## src/rtl/bp_be_fe_queue_rollback_pkg.sv

```systemverilog
// Shared FE/BE interface package.
//
// Holds the FE-queue entry layout and its width macro. The queue defaults its
// entry width to the width of this struct. It also holds the read-pointer
// operation type, which the queue uses to resolve clear/roll/yumi priority.
//
// Ports: none (package).

`ifndef BP_FE_QUEUE_WIDTH
`define BP_FE_QUEUE_WIDTH 64
`endif

package bp_be_fe_queue_rollback_pkg;

    // Kind of message the front end pushes toward the back end.
    typedef enum logic [1:0] {
        e_fe_fetch       = 2'd0,
        e_fe_exception   = 2'd1,
        e_fe_icache_miss = 2'd2,
        e_fe_reserved    = 2'd3
    } bp_fe_msg_type_e;

    // One FE-queue entry: the message type plus an opaque payload.
    typedef struct packed {
        bp_fe_msg_type_e                 msg_type;
        logic [`BP_FE_QUEUE_WIDTH-3:0]   payload;
    } bp_fe_queue_s;

    localparam int fe_queue_width_gp = $bits(bp_fe_queue_s);

    // What the read pointer does this cycle, after priority is resolved.
    typedef enum logic [1:0] {
        e_rd_hold    = 2'd0,
        e_rd_advance = 2'd1,
        e_rd_roll    = 2'd2,
        e_rd_clear   = 2'd3
    } rd_op_e;

endpackage

```

## src/rtl/bsg_mem_1r1w.sv

```systemverilog
// One-write, one-read register-file memory with an asynchronous read port.
//
// Ports:
//   clk_i     - write clock
//   w_v_i     - write enable
//   w_addr_i  - write address
//   w_data_i  - write data
//   r_addr_i  - read address
//   r_data_o  - read data (combinational from r_addr_i)
//
// The contents are not reset. A write becomes visible on the read port only
// after the clock edge that performs it, so there is no write-to-read bypass.

module bsg_mem_1r1w #(
    parameter  int width_p   = 64,
    parameter  int els_p     = 8,
    localparam int addr_w_lp = $clog2(els_p)
) (
    input  logic                 clk_i,
    input  logic                 w_v_i,
    input  logic [addr_w_lp-1:0] w_addr_i,
    input  logic [width_p-1:0]   w_data_i,
    input  logic [addr_w_lp-1:0] r_addr_i,
    output logic [width_p-1:0]   r_data_o
);

    logic [width_p-1:0] mem_q [els_p];

    always_ff @(posedge clk_i) begin
        if (w_v_i) begin
            mem_q[w_addr_i] <= w_data_i;
        end
    end

    assign r_data_o = mem_q[r_addr_i];

endmodule

```

## src/rtl/bp_be_fe_queue_rollback.sv

```systemverilog
// FE-to-BE queue with speculative reads and rollback.
//
// The consumer reads entries speculatively with yumi_i. It later either
// retires the oldest read entry with deq_i, or rewinds all uncommitted reads
// with roll_i. Three pointers track this state: write, read and commit. Each
// pointer carries an extra wrap bit so that full and empty can be told apart.
//
// Ports:
//   clk_i      - clock
//   reset_n_i  - synchronous active-low reset
//   data_i     - enqueue data
//   v_i        - enqueue valid (accepted when v_i & ready_o)
//   ready_o    - space available
//   data_o     - entry at the read pointer
//   v_o        - unread entry present at the read pointer
//   yumi_i     - speculative read of data_o
//   deq_i      - retire the oldest read entry
//   roll_i     - rewind the read pointer to the commit pointer
//   clr_i      - discard all entries
//   count_o    - occupancy, from the commit pointer to the write pointer

module bp_be_fe_queue_rollback
    import bp_be_fe_queue_rollback_pkg::*;
#(
    parameter  int width_p  = fe_queue_width_gp,
    parameter  int els_p    = 8,
    localparam int ptr_w_lp = $clog2(els_p) + 1
) (
    input  logic                clk_i,
    input  logic                reset_n_i,
    input  logic [width_p-1:0]  data_i,
    input  logic                v_i,
    output logic                ready_o,
    output logic [width_p-1:0]  data_o,
    output logic                v_o,
    input  logic                yumi_i,
    input  logic                deq_i,
    input  logic                roll_i,
    input  logic                clr_i,
    output logic [ptr_w_lp-1:0] count_o
);

    localparam logic [ptr_w_lp-1:0] els_lp = ptr_w_lp'(els_p);
    localparam logic [ptr_w_lp-1:0] one_lp = ptr_w_lp'(1);

    logic [ptr_w_lp-1:0] wptr_q, wptr_d;
    logic [ptr_w_lp-1:0] rptr_q, rptr_d;
    logic [ptr_w_lp-1:0] cptr_q, cptr_d;
    logic [ptr_w_lp-1:0] occupancy;
    logic                full;
    logic                enq;
    logic                deq;
    rd_op_e              rd_op;

    // The pointers wrap modulo 2*els_p, so the modular difference is the
    // occupancy. The outputs are forced idle while reset is held. This covers
    // the time before the first reset edge has cleared the pointers.
    assign occupancy = wptr_q - cptr_q;
    assign full      = (occupancy == els_lp);
    assign ready_o   = reset_n_i & ~full;
    assign v_o       = reset_n_i & (rptr_q != wptr_q);
    assign count_o   = reset_n_i ? occupancy : '0;

    // clr_i overrides everything. It drops the same-cycle enqueue and deq
    // and moves both trailing pointers up to the write pointer. A roll
    // targets the commit pointer after any same-cycle deq.
    always_comb begin
        enq    = v_i & ready_o & ~clr_i;
        deq    = deq_i & ~clr_i;
        wptr_d = wptr_q + ptr_w_lp'(enq);
        cptr_d = cptr_q + ptr_w_lp'(deq);
        rptr_d = rptr_q;

        if (clr_i) begin
            rd_op = e_rd_clear;
        end else if (roll_i) begin
            rd_op = e_rd_roll;
        end else if (yumi_i) begin
            rd_op = e_rd_advance;
        end else begin
            rd_op = e_rd_hold;
        end

        case (rd_op)
            e_rd_advance: rptr_d = rptr_q + one_lp;
            e_rd_roll:    rptr_d = cptr_d;
            e_rd_clear: begin
                rptr_d = wptr_q;
                cptr_d = wptr_q;
            end
            default:      rptr_d = rptr_q;
        endcase
    end

    always_ff @(posedge clk_i) begin
        if (!reset_n_i) begin
            wptr_q <= '0;
            rptr_q <= '0;
            cptr_q <= '0;
        end else begin
            wptr_q <= wptr_d;
            rptr_q <= rptr_d;
            cptr_q <= cptr_d;
        end
    end

    bsg_mem_1r1w #(
        .width_p (width_p),
        .els_p   (els_p)
    ) mem (
        .clk_i    (clk_i),
        .w_v_i    (enq),
        .w_addr_i (wptr_q[ptr_w_lp-2:0]),
        .w_data_i (data_i),
        .r_addr_i (rptr_q[ptr_w_lp-2:0]),
        .r_data_o (data_o)
    );

`ifndef SYNTHESIS
    // Illegal consumer handshakes, and a write must never land while full.
    always_ff @(posedge clk_i) begin
        if (reset_n_i) begin
            assert (!yumi_i || v_o);
            assert (!deq_i || (cptr_q != rptr_q));
            assert (!(enq && full));
        end
    end
`endif

endmodule
```

## config.mk

```make
export PLATFORM = sky130hd
export DESIGN_NAME = bp_be_fe_queue_rollback
export DESIGN_NICKNAME = d
export VERILOG_FILES = /design/src/rtl/bp_be_fe_queue_rollback_pkg.sv /design/src/rtl/bsg_mem_1r1w.sv /design/src/rtl/bp_be_fe_queue_rollback.sv
export SDC_FILE = /design/constraint.sdc
export NUM_CORES = 1
export LEC_CHECK = 0
export ABC_CLOCK_PERIOD_IN_PS = 8000
export BUFFER_PORTS_ARGS = -buffer_cell sky130_fd_sc_hd__buf_2
export CAP_MARGIN = 10
export CORE_MARGIN = 2
export CORE_UTILIZATION = 50
export DETAILED_ROUTE_END_ITERATION = 10
export PLACE_DENSITY = 0.76
export SYNTH_ARGS = -nofsm -noshare
export SYNTH_HDL_FRONTEND = slang
export SYNTH_SLANG_ARGS = --single-unit
```

## constraint.sdc

```tcl
create_clock -name clk_i -period 8 [get_ports clk_i]
set_input_delay 1.2 -clock clk_i [delete_from_list [all_inputs] [get_ports clk_i]]
set_output_delay 1.2 -clock clk_i [all_outputs]
set_load 0.01 [all_outputs]
```

==> results of run 1 <==
-- logic make-up after synthesis --
kind of cell	count (synthesis)	synth area share, %
DFF	527	77.91
muxes	195	18.06
and+or+nand+nor	47	1.200
buffers and inverters	45	1.325
xor gates and xnor gates	13	0.5659
AOI/OAI and AO/OA	12	0.3421
adders and majority gates	9	0.5970
-- registers in the layout, indices dropped and copies added, names as in the netlist, named ones only --
| register | flops |
|---|---|
| mem.mem_q | 512 |
| cptr_q | 4 |
| wptr_q | 4 |
| rptr_q | 4 |
-- power by group through the flow --
stage | Clock [W] | Combinational, W | Sequential, W
finish | 0.00238 | 0.000277 | 0.00306
global route | 0.00253 | 0.000301 | 0.00307
CTS | 0.00243 | 0.000283 | 0.00306
detailed placement | 0 | 0.000281 | 0.00312
global placement | 0 | 0.000273 | 0.00312
floorplan | 0 | 0.000189 | 0.00311
-- final cells by class --
type,instances,area share (%)
Antenna cell,3,0.03244
Clock buffer,64,5.909
Clock inverter,33,1.325
Inverter,6,0.09731
Multi-Input combinational cell,276,18.31
Sequential cell,527,67.78
Tap cell,525,2.838
Timing Repair Buffer,161,3.709
-- through the flow --
step           hold WS [ns]  total power [W]
2_1_floorplan        0.5523         0.003300
3_3_place_gp         0.6200         0.003395
3_5_place_dp         0.6273         0.003404
4_1_cts              0.6403         0.005780
5_1_grt              0.6741         0.005896
6_report             0.6431         0.005721
-- worst max-delay path: stages, from the launching register on --
cell and delay (ns):
dfxtp_4 0.88, buf_4 0.93, mux4_2 0.61, mux2_2 0.31, buf_2 0.15
-- layer usage --
| metal | global-route usage [%] | wire length (um) |
|---|---|---|
| met5 | 0 | 66 |
| met4 | 5.875 | 742 |
| met3 | 4.582 | 2828 |
| met2 | 29.55 | 18520 |
| met1 | 25.31 | 15650 |
-- worst paths after layout --
kind / endpoint / slack, ns
worst min register to register: wptr_q[3] / 0.64
worst min-delay path: wptr_q[3] / 0.64
worst max-delay path: data_o[5] / 3.30
worst max register to register: mem.mem_q[3][49] / 4.62
-- cell usage in the layout (no fill, tap or decap), types with 2 or more instances in the layout --
| cell type | n |
|---|---|
| buf_2 | 140 |
| ha_1 | 8 |
| edfxtp_1 | 512 |
| xor2_1 | 4 |
| dfxtp_1 | 12 |
| inv_6 | 2 |
| clkinv_1 | 15 |
| diode_2 | 3 |
| nor4_4 | 3 |
| clkbuf_16 | 53 |
| mux2i_1 | 3 |
| xnor2_1 | 9 |
| nor3_1 | 2 |
| clkbuf_1 | 11 |
| o21ai_0 | 2 |
| mux4_2 | 128 |
| dfxtp_4 | 3 |
| and2_1 | 4 |
| buf_4 | 21 |
| bufinv_16 | 6 |
| nor2_1 | 11 |
| nand3_1 | 3 |
| nor3_2 | 6 |
| nand2_1 | 11 |
| mux2_2 | 64 |
| inv_1 | 6 |
| nand2b_1 | 3 |
| a21oi_1 | 7 |
| clkinv_2 | 9 |
==> impl_metrics.tcl, run 1 <==
set metrics [dict create \
    tns_ns 0 \
    first_pass_iters 5 \
    ys_ff_latch 527 \
    wl_mm 37.81 \
    worstPathArrival_ns 3.50 \
    syn_nets 928 \
    cts_root_buffer "clkbuf_16" \
    core-area_um2 39730 \
    track_usage_pct 18.49 \
    multiInputGateArea_um2 4238 \
    yosysTopAreaCell "edfxtp_1" \
    required_ns 6.80 \
    layout-drive-gt1-share_pct 40.86 \
    netlist_instances 848 \
    outcome "completed" \
    antenna_found_initial 7 \
    powerDensity_nw_per_um2 247.2 \
    clkPwrFrac_pct 41.6 \
    ys_warn_count 0 \
    final_nets 1104 \
    fin_area_um2 23140 \
    layoutNonFillerInstCount 1595 \
    die_x_um 204.6 \
    peakVddDrop_mv 0.1201 \
    ys.flop_type "edfxtp_1" \
    ios 141 \
    cts_post_setup_buffers_inserted 0 \
    place_ws_ns 3.795 \
    grt_start_max_net_pins 70 \
    clkSlewWorstSetupHoldPaths_ns 0.06 \
    grt_pass1_vias 9615 \
    finalMaxSlewViolations 0 \
    reg2reg_depth 7 \
    setup_slack_ns 3.296 \
    synth_common_cells "edfxtp_1 (512), mux4_2 (128), mux2_2 (64)" \
    rr_startpoint "wptr_q[2]" \
    syn_avg_cell_area_um2 23.73 \
    die_y_um 204.6 \
    grt_overflow 0 \
    ys_types 32 \
    vias_per_cell 5.707 \
    dieArea_um2 41860 \
    hold_path_class "reg2reg" \
    cts_buffers 52 \
    htree_levels 2 \
    intPower_w 0.004585 \
    gp_congestion 0.7530 \
    drcViolationCount 0 \
    fin_crit_ns 4.704 \
    setup_viol 0 \
    hold_start "wptr_q[3]" \
    critPathMaxFanout 52 \
    power_switching_w 0.001135 \
    hold_viol 0 \
    hold_buffers 0 \
    p_leak_nw 7.353 \
    postRouteAntennaNets 0 \
    end_kind "primary output" \
    seq_area_frac_synth_pct 77.91 \
    combPwrFrac_pct 4.8 \
    swShare_pct 19.84 \
    filler_cell_count 2834 \
    syn_area_um2 20120 \
    cts_resized 0 \
    async_reset_ff_share_pct 0 \
    drv_cap 0 \
    timing.fmax_mhz 212.6 \
    period_share_pct 58.80 \
    clock_skew_ns 0.01135 \
    yosysMostFrequentCell "edfxtp_1" \
    seqCellArea_um2 15690 \
    place_area_um2 21460 \
    dr.first_iter.drc_count 762 \
    cts_sinks 527 \
    cts_max_path_buffers 3 \
    pwr-share-seq_pct 53.6 \
    crit_type "reg2out" \
    post-route-util_pct 58.25 \
    synth.top_cell.area_share_pct 76.42 \
    worst_pin_slew_ns 1.025 \
    clock_latency_ns 0.59 \
    syn2layout_area_growth_pct 15.03 \
    vias 9103 \
    start_util_pct 50.64 \
    start_kind "flop" \
    slew_headroom_pct 31.64 \
    synth_area_leaders "edfxtp_1 (76%), mux4_2 (14%), mux2_2 (3.6%), dfxtp_1 (1.5%), buf_6 (0.62%)" \
    post-place-cells 1495 \
    grt_pass1_wl_mm 56.98 \
    hpwl_mm 20.05 \
    synth_edf_count 512 \
    hold-path-cell-count 2 \
    rsz0062_at_grt "false" \
    routedWlPerCell_um 23.70 \
    placementRows 73 \
    io_buffers 140 \
    cts_tree "yes" \
]
Note: power is estimated with default switching activity, not from simulation.
==> inputs of run 2 (changes only) <==
- ABC_CLOCK_PERIOD_IN_PS: 8000 -> 4300
- clock period: 8 -> 4.3 ns (I/O delays scaled with it)
==> run 2 against run 1 <==
  * Clock skew up 0.012 ns
  * Clock-buffer cell count shrank 7
  * Core utilization rose by 0.11 points
  * Non-clock buffer count shrank 5
  * Sequential share of layout area fell by 0.12 points
  * Critical path depth stayed put
  * Via count hardly changed
==> impl_metrics.tcl, run 2 (same netlist as run 1, synthesis figures left out) <==
set metrics [dict create \
    cts_post_setup_buffers_inserted 0 \
    final_nets 1097 \
    post-route-util_pct 58.36 \
    worst_pin_slew_ns 1.119 \
    drv_cap 0 \
    setup_viol 0 \
    grt_pass1_wl_mm 58.31 \
    hold_slack_ns 0.3422 \
    timing.rr.end "mem.mem_q[0][27]" \
    critPathBufInv 2 \
    period_share_pct 77.56 \
    track_usage_pct 18.81 \
    cts_buffers 50 \
    slowest_stage "dfxtp_4" \
    hold_path_class "in2reg" \
    layout-drive-gt1-share_pct 41.04 \
    postRouteAntennaNets 0 \
    power_w 0.01038 \
    first_pass_iters 4 \
    rr_startpoint "wptr_q[2]" \
    ios 141 \
    rsz0062_at_grt "false" \
    crit_end "data_o[26]" \
    p_leak_nw 7.330 \
    htree_levels 2 \
    routedWlPerCell_um 24.41 \
    clock_latency_ns 0.57 \
    reg2reg_depth 7 \
    drcViolationCount 0 \
    tns_ns 0 \
    critPathMaxFanout 48 \
    timing.fmax_mhz 299.8 \
    cts_sinks 527 \
    largest_reg_flops 512 \
    finalMaxSlewViolations 0 \
    worstPathArrival_ns 2.69 \
    syn2layout_area_growth_pct 15.24 \
    cts_tree "yes" \
    cts_root_buffer "clkbuf_16" \
    peakVddDrop_mv 0.3040 \
    filler_cell_count 2775 \
    vias_per_cell 5.745 \
    cpPeakStageDelay_ns 0.64 \
    gp_congestion 0.8379 \
    placementRows 73 \
    hpwl_mm 20.52 \
    final_common_cell "edfxtp_1" \
    fin_crit_ns 3.335 \
    io_buffers 140 \
    critical_path.top_delay_family "multiplexers" \
    start_kind "flop" \
    cts_max_path_buffers 3 \
    die_x_um 204.6 \
    outcome "completed" \
    grt_start_max_net_pins 65 \
    wl_mm 38.65 \
    grt_overflow 0 \
    vias 9095 \
    layout.cells.most_common_list "edfxtp_1 (512), buf_2 (140), mux4_2 (128), mux2_2 (64), clkbuf_16 (51)" \
    grt_pass1_vias 9677 \
    dieArea_um2 41860 \
    slew_headroom_pct 25.43 \
    die_y_um 204.6 \
    start_util_pct 50.64 \
    regMostFlops "mem.mem_q" \
    worst-path-stages 4 \
    antenna_found_initial 7 \
    core-area_um2 39730 \
    clock_skew_ns 0.02320 \
    dr.first_iter.drc_count 776 \
    powerDensity_nw_per_um2 447.7 \
    required_ns 3.65 \
    hold_viol 0 \
    r2r_slack_ns 1.20 \
    hold_buffers 0 \
    cts_resized 0 \
    end_kind "primary output" \
    crit_type "reg2out" \
    cp_cell_sequence "buf_12, mux4_2, mux2_2, buf_2" \
    clkSlewWorstSetupHoldPaths_ns 0.06 \
]
-- run 2: how the worst min path moves through the flow --
| stage | from | end | slack, ns | cells after the start |
|---|---|---|---|---|
| finish | data_i[34] | mem.mem_q[2][34] | 0.34 | 1 |
| CTS | data_i[4] | mem.mem_q[3][4] | 0.31 | 1 |
| global route | data_i[10] | mem.mem_q[6][10] | 0.34 | 1 |
| detailed placement | wptr_q[3] | wptr_q[3] | 0.60 | 2 |
| floorplan | wptr_q[3] | wptr_q[3] | 0.55 | 2 |
| global placement | wptr_q[3] | wptr_q[3] | 0.58 | 2 |
-- run 2: worst register-to-register path: stages (launching register included) --
cell	delay, ns
dfxtp_1	0.63
ha_1	0.36
a21oi_1	0.17
and3_1	0.25
nor4_4	0.07
buf_4	0.22
nor4_4	0.77
buf_12	0.30
-- run 2: power breakdown --
part	total, W	internal [W]	switching [W]
clock network	0.00414	0.00235	0.00179
registers	0.00570	0.00566	0.0000330
logic	0.000544	0.000267	0.000277
-- run 2: per-layer routing --
layer,GRT usage [%],vias up,wire length [um]
met3,4.438,60,2844
met2,30.97,298,19200
met1,25.57,4804,15880
met4,4.710,8,677
met5,0,-,46
li1,-,3925,-
-- run 2: final cells by class --
class / count / area, um^2 / share of cell area (%)
inverter: 6 / 22.52 / 0.09713
multi-input combinational: 276 / 4275 / 18.44
sequential: 527 / 15690 / 67.65
timing repair buffer: 156 / 983.4 / 4.242
tap: 525 / 656.9 / 2.833
clock buffer: 57 / 1299 / 5.601
clock inverter: 33 / 255.2 / 1.101
antenna: 3 / 7.507 / 0.03238
-- run 2: metrics by stage --
stage	instances	setup WS (ns)	instance area (um^2)
finish	1583	0.9649	23190
CTS	1580	0.8522	23180
global route	1580	0.7543	23180
global placement	1490	1.240	21620
detailed placement	1490	1.173	21620
floorplan	848	-1.105	20160
==> inputs of run 3 (changes only) <==
- ABC_AREA: not set -> 1
- ABC_CLOCK_PERIOD_IN_PS: 4300 -> 3060
- clock period: 4.3 -> 3.06 ns (I/O delays scaled with it)
==> run 3 against run 2 <==
  * Power increased by 48%
  * Global-route usage up 1.6 points
  * Final area increased by 3.9%
  * Critical endpoint is now ready_o
  * Register-to-register slack worse by 0.85 ns
  * Combinational power grew 110%
  * Worst setup slack worse by 0.78 ns
  * Largest cell class unchanged
  * Clock skew down 0.0071 ns
  * First-iteration DRC count increased by 60%
  * Flip-flop and latch count stayed put
  * Critical path depth up 7
  * Clock power grew 51%
==> impl_metrics.tcl, run 3 <==
set metrics [dict create \
    outcome "completed" \
    synthAdderAreaFrac_pct 0.5729 \
    fin_area_um2 24100 \
    syn_area_um2 20970 \
    combPwrFrac_pct 7.4 \
    core-area_um2 41670 \
    hold_path_class "in2reg" \
    first_pass_iters 7 \
    synth_edf_count 512 \
    hold_viol 0 \
    intPower_w 0.01199 \
    track_usage_pct 20.44 \
    cts_post_setup_buffers_inserted 0 \
    vias_per_cell 5.491 \
    die_y_um 208.8 \
    hold_slack_ns 0.1411 \
    layout.cells.most_common_list "edfxtp_1 (512), nor2_1 (398), o21ai_0 (261), nand2_1 (229), buf_2 (140)" \
    largest_reg_flops 512 \
    slew_headroom_pct 39.14 \
    peakVddDrop_mv 0.4041 \
    whs_endpoint "mem.mem_q[7][49]" \
    cts_sinks 527 \
    drv_cap 0 \
    die_x_um 208.8 \
    worstPathArrival_ns 2.42 \
    yosysTopAreaCell "edfxtp_1" \
    yosysMostFrequentCell "edfxtp_1" \
    final_nets 1925 \
    start_kind "flop" \
    power_switching_w 0.003376 \
    place_area_um2 22410 \
    pwr-share-seq_pct 52.0 \
    grt_pass1_vias 13220 \
    post-route-util_pct 57.84 \
    antenna_found_initial 4 \
    final_common_cell "edfxtp_1" \
    powerDensity_nw_per_um2 637.6 \
    ys_types 24 \
    synth_xor_area_share_pct 0.2924 \
    drcViolationCount 0 \
    hpwl_mm 24.93 \
    netlist_instances 1723 \
    grt_overflow 0 \
    wl_mm 44.62 \
    crit_type "reg2out" \
    rr_startpoint "wptr_q[0]" \
    period_share_pct 93.96 \
    dr.first_iter.drc_count 1240 \
    hold-path-cell-count 1 \
    seq_area_frac_synth_pct 74.76 \
    swShare_pct 21.97 \
    required_ns 2.60 \
    ys.flop_type "edfxtp_1" \
    cts_max_path_buffers 3 \
    fin_crit_ns 2.875 \
    async_reset_ff_share_pct 0 \
    synthSimpleGateAreaFrac_pct 11.74 \
    place_ws_ns 0.2812 \
    cts_root_buffer "clkbuf_16" \
    syn_avg_cell_area_um2 12.17 \
    regMostFlops "mem.mem_q" \
    gp_congestion 0.8132 \
    timing.rr.end "mem.mem_q[0][53]" \
    reg2reg_depth 11 \
    synth.top_cell.area_share_pct 73.33 \
    synth_area_leaders "edfxtp_1 (73%), nor2_1 (7.3%), o21ai_0 (6.2%), nand2_1 (4.1%), o21ai_1 (3.1%)" \
    syn2layout_area_growth_pct 14.94 \
    dieArea_um2 43590 \
    clkPwrFrac_pct 40.7 \
    cts_tree "yes" \
    critPathMaxFanout 7 \
    rsz0062_at_grt "false" \
    placementRows 75 \
    muxShareOfSynthArea_pct 0 \
    cts_buffers 52 \
    ios 141 \
    routedWlPerCell_um 18.39 \
    htree_levels 2 \
    vias 13326 \
    p_leak_nw 8.445 \
    clkSlewWorstSetupHoldPaths_ns 0.06 \
    layout-drive-gt1-share_pct 13.63 \
    r2r_slack_ns 0.35 \
    setup_slack_ns 0.1849 \
    hold_start "data_i[49]" \
    timing.fmax_mhz 347.8 \
    synth_top_family_by_area "simple AND/OR/NAND/NOR gates" \
    clock_skew_ns 0.01615 \
    postRouteAntennaNets 0 \
    synth_compound_area_share_pct 9.584 \
    setup_viol 0 \
    ys_warn_count 0 \
    tns_ns 0 \
    end_kind "primary output" \
    synth_common_cells "edfxtp_1 (512), nor2_1 (406), o21ai_0 (261)" \
    grt_pass1_wl_mm 70.38 \
    finalMaxSlewViolations 0 \
    io_buffers 140 \
    syn_nets 1803 \
    hold_buffers 0 \
    worst_pin_slew_ns 0.9129 \
    ys_ff_latch 527 \
    clock_latency_ns 0.58 \
    start_util_pct 50.32 \
    grt_start_max_net_pins 161 \
]
==> run 3: cell count changes after synthesis, sizes merged, moves of 21 or more <==
cell / previous run / this run
inv: 6 / 27
mux2: 64 / 0
nand2: 11 / 229
o21ai: 2 / 392
clkbuf: 14 / 56
mux4: 128 / 0
nor2: 11 / 406
==> run 3: routing by layer <==
layer  track usage (%)  part of all wire [%]  up-vias
met2             33.21                    48      445
li1                  -                     -     6311
met4             5.788                   2.0        4
met5                 0                 0.052        -
met1             28.00                    43     6490
met3             4.509                   6.9       76
==> run 3: worst max path at each step <==
| stage | from | to | slack [ns] | cells past startpoint |
|---|---|---|---|---|
| global placement | wptr_q[0] | mem.mem_q[0][47] | 0.38 | 11 |
| detailed placement | wptr_q[0] | mem.mem_q[0][47] | 0.28 | 11 |
| CTS | wptr_q[0] | ready_o | 0.01 | 11 |
| global route | wptr_q[0] | ready_o | 0.03 | 11 |
| finish | wptr_q[0] | ready_o | 0.18 | 11 |
| floorplan | wptr_q[0] | mem.mem_q[0][0] | 0.01 | 10 |
==> run 3: logic make-up (layout without fill, tap and decap cells) <==
kind of cell               Yosys count  in the layout
AOI/OAI and AO/OA                  401            401
adders and majority gates            9              9
xor gates and xnor gates             7              7
and+or+nand+nor                    650            650
other                                0              3
buffers and inverters              129            291
DFF                                527            527
==> run 3: what timing repair did <==
action,4_1_cts,5_1_grt
endpoints found under the setup margin,0,1
gates resized for setup,0,3
hold endpoints to repair,0,0
==> run 3: power by group through the flow <==
stage                     clock network (W)  logic, W  registers, W
after floorplan                           0  0.000699       0.00813
after global placement                    0   0.00110       0.00814
after detailed placement                  0   0.00113       0.00814
after CTS                           0.00636   0.00114       0.00799
after global routing                0.00662   0.00127       0.00799
final                               0.00625   0.00113       0.00799
==> run 3: worst max-delay path: stages (launching register included) <==
cell     delay, ns
dfxtp_4       0.37
inv_2         0.11
ha_1          0.17
inv_1         0.06
fa_1          0.46
inv_1         0.07
nand2_1       0.05
nor2_1        0.14
nand3_2       0.13
nand2_1       0.09
inv_1         0.04
buf_2         0.13
==> run 3: metrics by stage <==
stage / power (W) / cells
after floorplan: 0.008829 / 1723
after global placement: 0.009234 / 2330
after detailed placement: 0.009271 / 2330
after CTS: 0.01548 / 2424
after global routing: 0.01588 / 2425
final: 0.01537 / 2427
==> run 3: area by class of cell <==
class	count	area [um^2]
clock buffers	64	1368
diodes	3	7.507
flip-flops and latches	527	15690
fillers	3274	17570
repair buffers	169	1219
clock inverters	30	301.5
well taps	539	674.4
inverters	28	110.1
multi-input cells	1067	4731
